**src/rtl/mul_arbiter.sv**
```systemverilog
// mul_arbiter: two-requester round-robin front end for an external shift-add multiplier.
//
// A winner is picked in IDLE, its operands are latched onto mul_a/mul_b, the multiplier is
// reset (CLEAR) and started (START), and the block waits for mul_ready (WAIT). In DONE the
// product is captured into result and the winner's done line pulses for one cycle.
//
// Optional feature: define MUL_ARB_TIMEOUT_EN to bound WAIT to TIMEOUT cycles. On expiry the
// operation completes with err=1 and result=0. Without the macro err is tied low and WAIT
// is unbounded.
//
// Ports:
//   clk, rst            clock, synchronous active-high reset
//   req0/req1           level requests, held until the matching done pulse
//   a0,b0 / a1,b1       operands of requester 0 / 1
//   gnt0/gnt1           registered grant, one-hot or zero, stable from CLEAR through DONE
//   done0/done1         one-cycle completion pulse to the granted requester
//   result              last captured product, held until the next DONE
//   err                 timeout flag, valid during the done pulse
//   busy                high in every state except IDLE
//   mul_rst, mul_run    multiplier reset (also high while rst) and start pulse
//   mul_a, mul_b        latched operands, frozen while busy
//   mul_ready           multiplier finished (level, cleared by mul_rst)
//   mul_product         multiplier product

module mul_arbiter #(
   parameter int unsigned WIDTH   = 32,
   parameter int unsigned TIMEOUT = 40
) (
   input  logic               clk,
   input  logic               rst,
   input  logic               req0,
   input  logic               req1,
   input  logic [WIDTH-1:0]   a0,
   input  logic [WIDTH-1:0]   b0,
   input  logic [WIDTH-1:0]   a1,
   input  logic [WIDTH-1:0]   b1,
   output logic               gnt0,
   output logic               gnt1,
   output logic               done0,
   output logic               done1,
   output logic [2*WIDTH-1:0] result,
   output logic               err,
   output logic               busy,
   output logic               mul_rst,
   output logic               mul_run,
   output logic [WIDTH-1:0]   mul_a,
   output logic [WIDTH-1:0]   mul_b,
   input  logic               mul_ready,
   input  logic [2*WIDTH-1:0] mul_product
);

   typedef enum logic [2:0] {StIdle, StClear, StStart, StWait, StDone} state_e;

   state_e               state_q;
   logic                 last_q;   // requester served last; 1 after reset so requester 0 leads
   logic                 win_q;    // requester currently granted
   logic                 gnt0_q, gnt1_q;
   logic                 done0_q, done1_q;
   logic                 clear_q;
   logic                 run_q;
   logic [2*WIDTH-1:0]   result_q;
   logic [WIDTH-1:0]     mul_a_q, mul_b_q;
   logic                 pick1;

`ifdef MUL_ARB_TIMEOUT_EN
   localparam int unsigned CntW = $clog2(TIMEOUT + 1);
   logic [CntW-1:0]      cnt_q;
   logic                 err_q;
`endif

   // Requester 1 wins when it is alone, or when both request and 0 was served last.
   always_comb begin
      pick1 = req1 & (~req0 | ~last_q);
   end

   always_ff @(posedge clk) begin
      if (rst) begin
         state_q  <= StIdle;
         last_q   <= 1'b1;
         win_q    <= 1'b0;
         gnt0_q   <= 1'b0;
         gnt1_q   <= 1'b0;
         done0_q  <= 1'b0;
         done1_q  <= 1'b0;
         clear_q  <= 1'b0;
         run_q    <= 1'b0;
         result_q <= '0;
         mul_a_q  <= '0;
         mul_b_q  <= '0;
`ifdef MUL_ARB_TIMEOUT_EN
         cnt_q    <= '0;
         err_q    <= 1'b0;
`endif
      end else begin
         unique case (state_q)
            StIdle: begin
               if (req0 || req1) begin
                  win_q   <= pick1;
                  gnt0_q  <= ~pick1;
                  gnt1_q  <= pick1;
                  mul_a_q <= pick1 ? a1 : a0;
                  mul_b_q <= pick1 ? b1 : b0;
                  clear_q <= 1'b1;
                  state_q <= StClear;
               end
            end
            StClear: begin
               clear_q <= 1'b0;
               run_q   <= 1'b1;
               state_q <= StStart;
            end
            StStart: begin
               run_q   <= 1'b0;
`ifdef MUL_ARB_TIMEOUT_EN
               cnt_q   <= '0;
`endif
               state_q <= StWait;
            end
            StWait: begin
               if (mul_ready) begin
                  result_q <= mul_product;
                  done0_q  <= ~win_q;
                  done1_q  <= win_q;
                  state_q  <= StDone;
`ifdef MUL_ARB_TIMEOUT_EN
               end else if (cnt_q == CntW'(TIMEOUT - 1)) begin
                  result_q <= '0;
                  err_q    <= 1'b1;
                  done0_q  <= ~win_q;
                  done1_q  <= win_q;
                  state_q  <= StDone;
               end else begin
                  cnt_q    <= cnt_q + 1'b1;
`endif
               end
            end
            StDone: begin
               done0_q <= 1'b0;
               done1_q <= 1'b0;
               gnt0_q  <= 1'b0;
               gnt1_q  <= 1'b0;
               last_q  <= win_q;
`ifdef MUL_ARB_TIMEOUT_EN
               err_q   <= 1'b0;
`endif
               state_q <= StIdle;
            end
            default: state_q <= StIdle;
         endcase
      end
   end

   assign gnt0    = gnt0_q;
   assign gnt1    = gnt1_q;
   assign done0   = done0_q;
   assign done1   = done1_q;
   assign result  = result_q;
   assign busy    = (state_q != StIdle);
   // The multiplier is held in reset for the whole of our own reset as well as during CLEAR.
   assign mul_rst = rst | clear_q;
   assign mul_run = run_q;
   assign mul_a   = mul_a_q;
   assign mul_b   = mul_b_q;
`ifdef MUL_ARB_TIMEOUT_EN
   assign err     = err_q;
`else
   assign err     = 1'b0;
`endif

endmodule
```
**config.mk**
```make
export PLATFORM = sky130hd
export DESIGN_NAME = mul_arbiter
export DESIGN_NICKNAME = d
export VERILOG_FILES = /design/src/rtl/mul_arbiter.sv
export SDC_FILE = /design/constraint.sdc
export NUM_CORES = 1
export LEC_CHECK = 0
export ABC_AREA = 1
export BUFFER_PORTS_ARGS = -buffer_cell sky130_fd_sc_hd__buf_4
export CAP_MARGIN = 20
export CORE_MARGIN = 5
export CORE_UTILIZATION = 36
export DETAILED_ROUTE_END_ITERATION = 7
export GPL_ROUTABILITY_DRIVEN = 0
export PLACE_DENSITY = 0.66
export SYNTH_ARGS = -nofsm -noshare
export SYNTH_HDL_FRONTEND = slang
export SYNTH_SLANG_ARGS = --single-unit
```
**constraint.sdc**
```tcl
create_clock -name clk -period 1.5 [get_ports clk]
set_input_delay 0 -clock clk [delete_from_list [all_inputs] [get_ports clk]]
set_output_delay 0 -clock clk [all_outputs]
set_load 0.01 [all_outputs]
```
==> results of run 1 <==
worst max path at each step:
stage / startpoint / to / slack [ns] / cells after the start
2_1_floorplan: state_q[0] / mul_a[21] / 0.25 / 8
3_3_place_gp: state_q[0] / mul_a[17] / 0.20 / 7
3_5_place_dp: state_q[0] / mul_b[29] / 0.18 / 7
4_1_cts: state_q[0] / mul_a[13] / 0.16 / 7
5_1_grt: state_q[2] / mul_a[8] / -0.01 / 8
6_report: state_q[0] / mul_a[8] / 0.06 / 8
logic make-up (layout without fill, tap and decap cells):
logic type / after synthesis / in the layout / share of synthesized area
and+or+nand+nor: 613 / 613 / 0.370
AOI/OAI and AO/OA: 72 / 72 / 0.0576
DFF: 139 / 139 / 0.442
other: 1 / 1 / 0.000595
buffers and inverters: 195 / 716 / 0.130
area by class of cell:
cell class / instances / area (um^2)
fillers: 1322 / 5550
repair buffers: 548 / 4810
flip-flops and latches: 139 / 2780
multi-input cells: 686 / 2720
inverters: 137 / 514
clock buffers: 18 / 439
well taps: 225 / 282
clock inverters: 13 / 141
power by group through the flow:
stage | sequential [mW] | combinational [mW] | clock [mW]
2_1_floorplan | 4.36 | 1.07 | 0
3_3_place_gp | 4.23 | 2.40 | 0
3_5_place_dp | 4.24 | 2.41 | 0
4_1_cts | 4.17 | 2.84 | 4.24
5_1_grt | 4.20 | 3.27 | 4.40
6_report | 4.17 | 2.98 | 4.15
worst reg2reg max path: cells and delay by family, from the launching register on:
family                 cells  cell delay, ns
DFF                        1            0.36
buffers and inverters      2            0.28
and+or+nand+nor            6            0.70
state kept, by name (all words and copies together), names as in the netlist:
register / cells
done0: 1
done1: 1
state_q: 3
clear_q: 1
mul_b: 32
mul_a: 32
mul_run: 1
win_q: 1
last_q: 1
result: 64
gnt1: 1
gnt0: 1
cell usage in the layout, fill, tap and decap left out:
cell type,synthesis,layout
a21oi_1,71,71
buf_12,0,13
buf_4,12,336
buf_6,4,1
bufinv_16,0,2
clkbuf_16,0,19
clkbuf_8,0,1
clkinv_2,0,3
clkinv_4,0,2
clkinvlp_4,0,3
conb_1,1,1
dfxtp_1,139,139
dlygate4sd3_1,0,196
inv_1,137,136
inv_2,0,1
inv_6,0,3
nand2_1,401,400
nand2_2,1,1
nand2_4,0,1
nand3_1,5,5
nand3_2,1,1
nand4_1,1,1
nor2_1,201,200
nor2_4,1,3
o211ai_1,1,1
or2_2,1,1
per-layer routing:
metal  global-route usage  part of all wire  vias up
met4                0.114             0.039        0
met5                    0                 0        -
li1                     -                 -     3994
met3               0.0823              0.11       71
met2                0.392              0.47      405
met1                0.253              0.38     3401
metrics by stage:
stage                     total power, mW  hold slack (ns)  instance area (um^2)  TNS, ns
after global placement               6.63            0.253                  9070        0
final                                11.3            0.389                 11700        0
after floorplan                      5.44            0.143                  6300        0
after detailed placement             6.65            0.259                  9070        0
after global routing                 11.9            0.397                 11700  -0.0107
after CTS                            11.2            0.360                 11600        0
what timing repair did:
action / 4_1_cts / 5_1_grt
setup endpoints to repair: 0 / 2
endpoints found under the hold margin: 136 / 0
hold buffers: 196 / 0
setup buffers: 0 / 1
resized for setup: 0 / 1
==> qor.txt, run 1 <==
top-count cell post-synth -> nand2_1
Area Growth Syn to Fin -> 85.4%
DRC Markers -> 0
vias in the first global route -> 7,842
CTS buffer count -> 17
Root Buffer -> clkbuf_16
crit path DAT -> 1.75 ns
Clk pwr share -> 0.367
Synth Flop Type -> dfxtp_1
CP max-delay cell -> dfxtp_1
Row Count -> 48
most common library cells after synthesis -> nand2_1, nor2_1, dfxtp_1
Slew Limit Fails -> 0
routed vias -> 7,871
H-tree depth -> 4
Worst VDD drop -> 0.000768 V
number of synthesized flops with an enable pin -> 0
antenna-violating nets left -> 0
total track usage -> 0.230
clk sinks -> 139
vias per cell -> 4.46
Initial Util -> 0.365
core area -> 17,200 um^2
largest net degree at the start of global routing -> 54
Place WS -> 0.185 ns
Fmax achieved -> 693 MHz
top cells by area, synth -> dfxtp_1, nand2_1, nor2_1, inv_1, a21oi_1
Non-Filler Instances -> 1,766
FFs w/ async S/R, synth -> 0
CP Capture Type -> flop
area fraction of the dominant cell type after synthesis -> 0.442
Reg2Reg Depth -> 8
die area -> 20,200 um^2
endpoints failing setup -> 0
first-pass GRT wire length -> 37,600 um
drt first pass iters -> 5
Hold Fails Final Rpt -> 0
Clock Skews -> 0.00684 ns
delay-heaviest family, CP -> simple AND/OR/NAND/NOR gates
Syn Nets -> 1,217
buffer and inverter count on the worst path -> 2
Core Util, Final -> 0.678
final net count -> 1,726
Tmin final -> 1.44 ns
Final WS setup -> 0.0560 ns
Hold Path End -> result[38]
critical path class -> flop to flop
fin crit share -> 0.963
Max Cap Violations -> 0
worst skew pair latency -> 0.41 ns
CP startpoint kind -> flop
Die X -> 142 um
Seq/Total Area, Yosys -> 0.442
Yosys reg bits -> 139
P_int -> 8.04 mW
drt initial violations -> 320
gr ovfl total -> 0
sw power -> 3.26 mW
I/O Pins -> 333
part of the power in registers -> 0.369
logic gate share of total power -> 0.264
yosys warns -> 0
Yosys top cell by area -> dfxtp_1
flop2flop setup slack -> 0.06 ns
Yosys cell types -> 19
final routed wire length divided by cell count -> 13.9 um
CP peak stage delay -> 0.36 ns
CTS tree -> yes
Cells after DPL -> 1,536
status -> complete, no violations
Hold Path Class -> input pin to flop
Die Ht -> 142 um
Reg-to-Reg End -> mul_a[8]
cell area power density -> 967 nW/um^2
DRT Wirelength -> 24,500 um
Cell Area, Synth -> 6300 um^2
crit-path max FO -> 11
CP Cell Sequence -> nor2_4, nand2_2, nor2_4, buf_12, buf_12, nand2_1, nor2_1, nor2_1
Net Sw Frac -> 0.289
RR Startpoint -> state_q[0]
layout cells sized above 1 -> 0.254
CTS Buffer Depth -> 2
syn_area_per_cell -> 6.18 um^2
Reg clk slew, reported paths -> 0.06 ns
initial antenna violation count -> 0
WP data required -> 1.81 ns
cells after synthesis -> 1,020
HPWL Detailed -> 15,200 um
hold path depth -> 4
Leakage -> 6.01 nW
Worst Hold Launch -> mul_product[38]
diode count -> 0
RSZ-0062 raised after global routing -> yes
port bufs -> 331
No activity file was read; power rests on OpenSTA's default activity.
==> run 2, diff against run 1 <==
HOLD_SLACK_MARGIN = 0.08   (was not set)
PLACE_DENSITY = 0.75   (was 0.66)
==> qor.txt, run 2 (same netlist as run 1, synthesis figures left out) <==
CTS buffer count -> 17
first-pass GRT wire length -> 39,700 um
DRT Wirelength -> 26,100 um
Reg2Reg Depth -> 8
critical path class -> flop to flop
CP Capture Type -> flop
hold path depth -> 6
Worst Hold Launch -> req1
Hold Path Class -> input pin to flop
Tmin final -> 1.44 ns
die area -> 20,200 um^2
I/O Pins -> 333
gr ovfl total -> 0
Die Ht -> 142 um
vias per cell -> 4.58
routed vias -> 8,095
vias in the first global route -> 7,955
fin crit share -> 0.960
final net count -> 1,724
drt first pass iters -> 6
Clk pwr share -> 0.377
CP max-delay cell -> dfxtp_2
flop2flop setup slack -> 0.06 ns
Area Growth Syn to Fin -> 84.6%
status -> complete, no violations
layout cells sized above 1 -> 0.256
HPWL Detailed -> 14,900 um
initial antenna violation count -> 1
footprint of the multi-input gates -> 2720 um^2
core area -> 17,200 um^2
RSZ-0062 raised after global routing -> no
most frequent cells in the layout -> nand2_1, buf_4, nor2_1
Clock Skews -> 0.00862 ns
commonest non-fill, non-tap cell in the layout -> nand2_1
Leakage -> 5.99 nW
Cells after DPL -> 1,534
clk sinks -> 139
Max Cap Violations -> 0
P_int -> 8.03 mW
max reg flops -> 64
Hold Path End -> mul_b[22]
Root Buffer -> clkbuf_16
Reg-to-Reg End -> mul_b[27]
Reg clk slew, reported paths -> 0.06 ns
setup_tns -> 0 ns
CP startpoint kind -> flop
part of the power in registers -> 0.365
DRC Markers -> 0
sw power -> 3.42 mW
Net Sw Frac -> 0.298
CP Cell Sequence -> nor2_4, nand2_2, nor2_4, buf_12, buf_12, nand2_1, nor2_1, nor2_1
RR Startpoint -> state_q[2]
WP data required -> 1.81 ns
cell area power density -> 984 nW/um^2
worst skew pair latency -> 0.41 ns
crit path DAT -> 1.75 ns
CTS tree -> yes
port bufs -> 331
Initial Util -> 0.365
largest net degree at the start of global routing -> 69
Die X -> 142 um
Row Count -> 48
Design Power -> 11.4 mW
H-tree depth -> 4
Worst VDD drop -> 0.000825 V
FF/Latch Area -> 2790 um^2
CTS Buffer Depth -> 2
Slew Limit Fails -> 0
endpoints failing setup -> 0
antenna-violating nets left -> 0
total track usage -> 0.245
final routed wire length divided by cell count -> 14.7 um
Fmax achieved -> 694 MHz
Hold Fails Final Rpt -> 0
CP peak stage delay -> 0.34 ns
drt initial violations -> 379
crit-path max FO -> 12
Non-Filler Instances -> 1,767
logic gate share of total power -> 0.258
Filler Cells Inserted -> 1,237
[run 2: stage by stage]
step | area, um^2 | worst slack, ns | hold WS [ns] | util
2_1_floorplan | 6300 | 0.252 | 0.143 | -
3_3_place_gp | 8980 | 0.155 | 0.250 | 0.521
3_5_place_dp | 8980 | 0.108 | 0.262 | 0.521
4_1_cts | 11500 | 0.0711 | 0.111 | 0.670
5_1_grt | 11600 | 0.00498 | 0.192 | 0.675
6_report | 11600 | 0.0594 | 0.166 | 0.675
[run 2: worst max path at each step]
stage	startpoint	endpoint	slack (ns)	cells after the start
2_1_floorplan	state_q[0]	mul_a[21]	0.25	8
3_3_place_gp	state_q[0]	mul_b[27]	0.16	7
3_5_place_dp	state_q[2]	mul_b[27]	0.11	7
4_1_cts	req0	state_q[0]	0.07	7
5_1_grt	state_q[2]	mul_b[27]	0.005	8
6_report	state_q[2]	mul_b[27]	0.06	8
[run 2: power by group through the flow]
stage               Sequential, mW  Clock, mW  Combinational [mW]
global route                  4.21       4.58                3.24
detailed placement            4.25          0                2.35
CTS                           4.17       4.43                2.77
global placement              4.23          0                2.33
floorplan                     4.36          0                1.07
finish                        4.18       4.31                2.96
[run 2: per-layer routing]
layer,track usage,share of wire
met5,0,0
met4,0.130,0.047
met3,0.0847,0.11
met2,0.417,0.47
met1,0.268,0.36
[run 2: timing repair]
action                                  in CTS  in global routing
endpoints found under the setup margin       0                  4
buffers inserted                             0                  1
resized for setup                            0                  6
hold buffers                               196                  0
hold endpoints to repair                   130                  0
[run 2: final cells by class]
class | count | share of cell area
inverters | 137 | 0.0442
repair buffers | 546 | 0.406
multi-input cells | 686 | 0.234
clock inverters | 15 | 0.0153
well taps | 225 | 0.0242
diodes | 2 | 0.000430
clock buffers | 17 | 0.0366
flip-flops and latches | 139 | 0.240
[run 2: worst max-delay path: cells and delay by family (launching register included)]
kind / cells / cell delay [ns]
simple gates: 6 / 0.72
flops: 1 / 0.34
buf+inv: 2 / 0.27
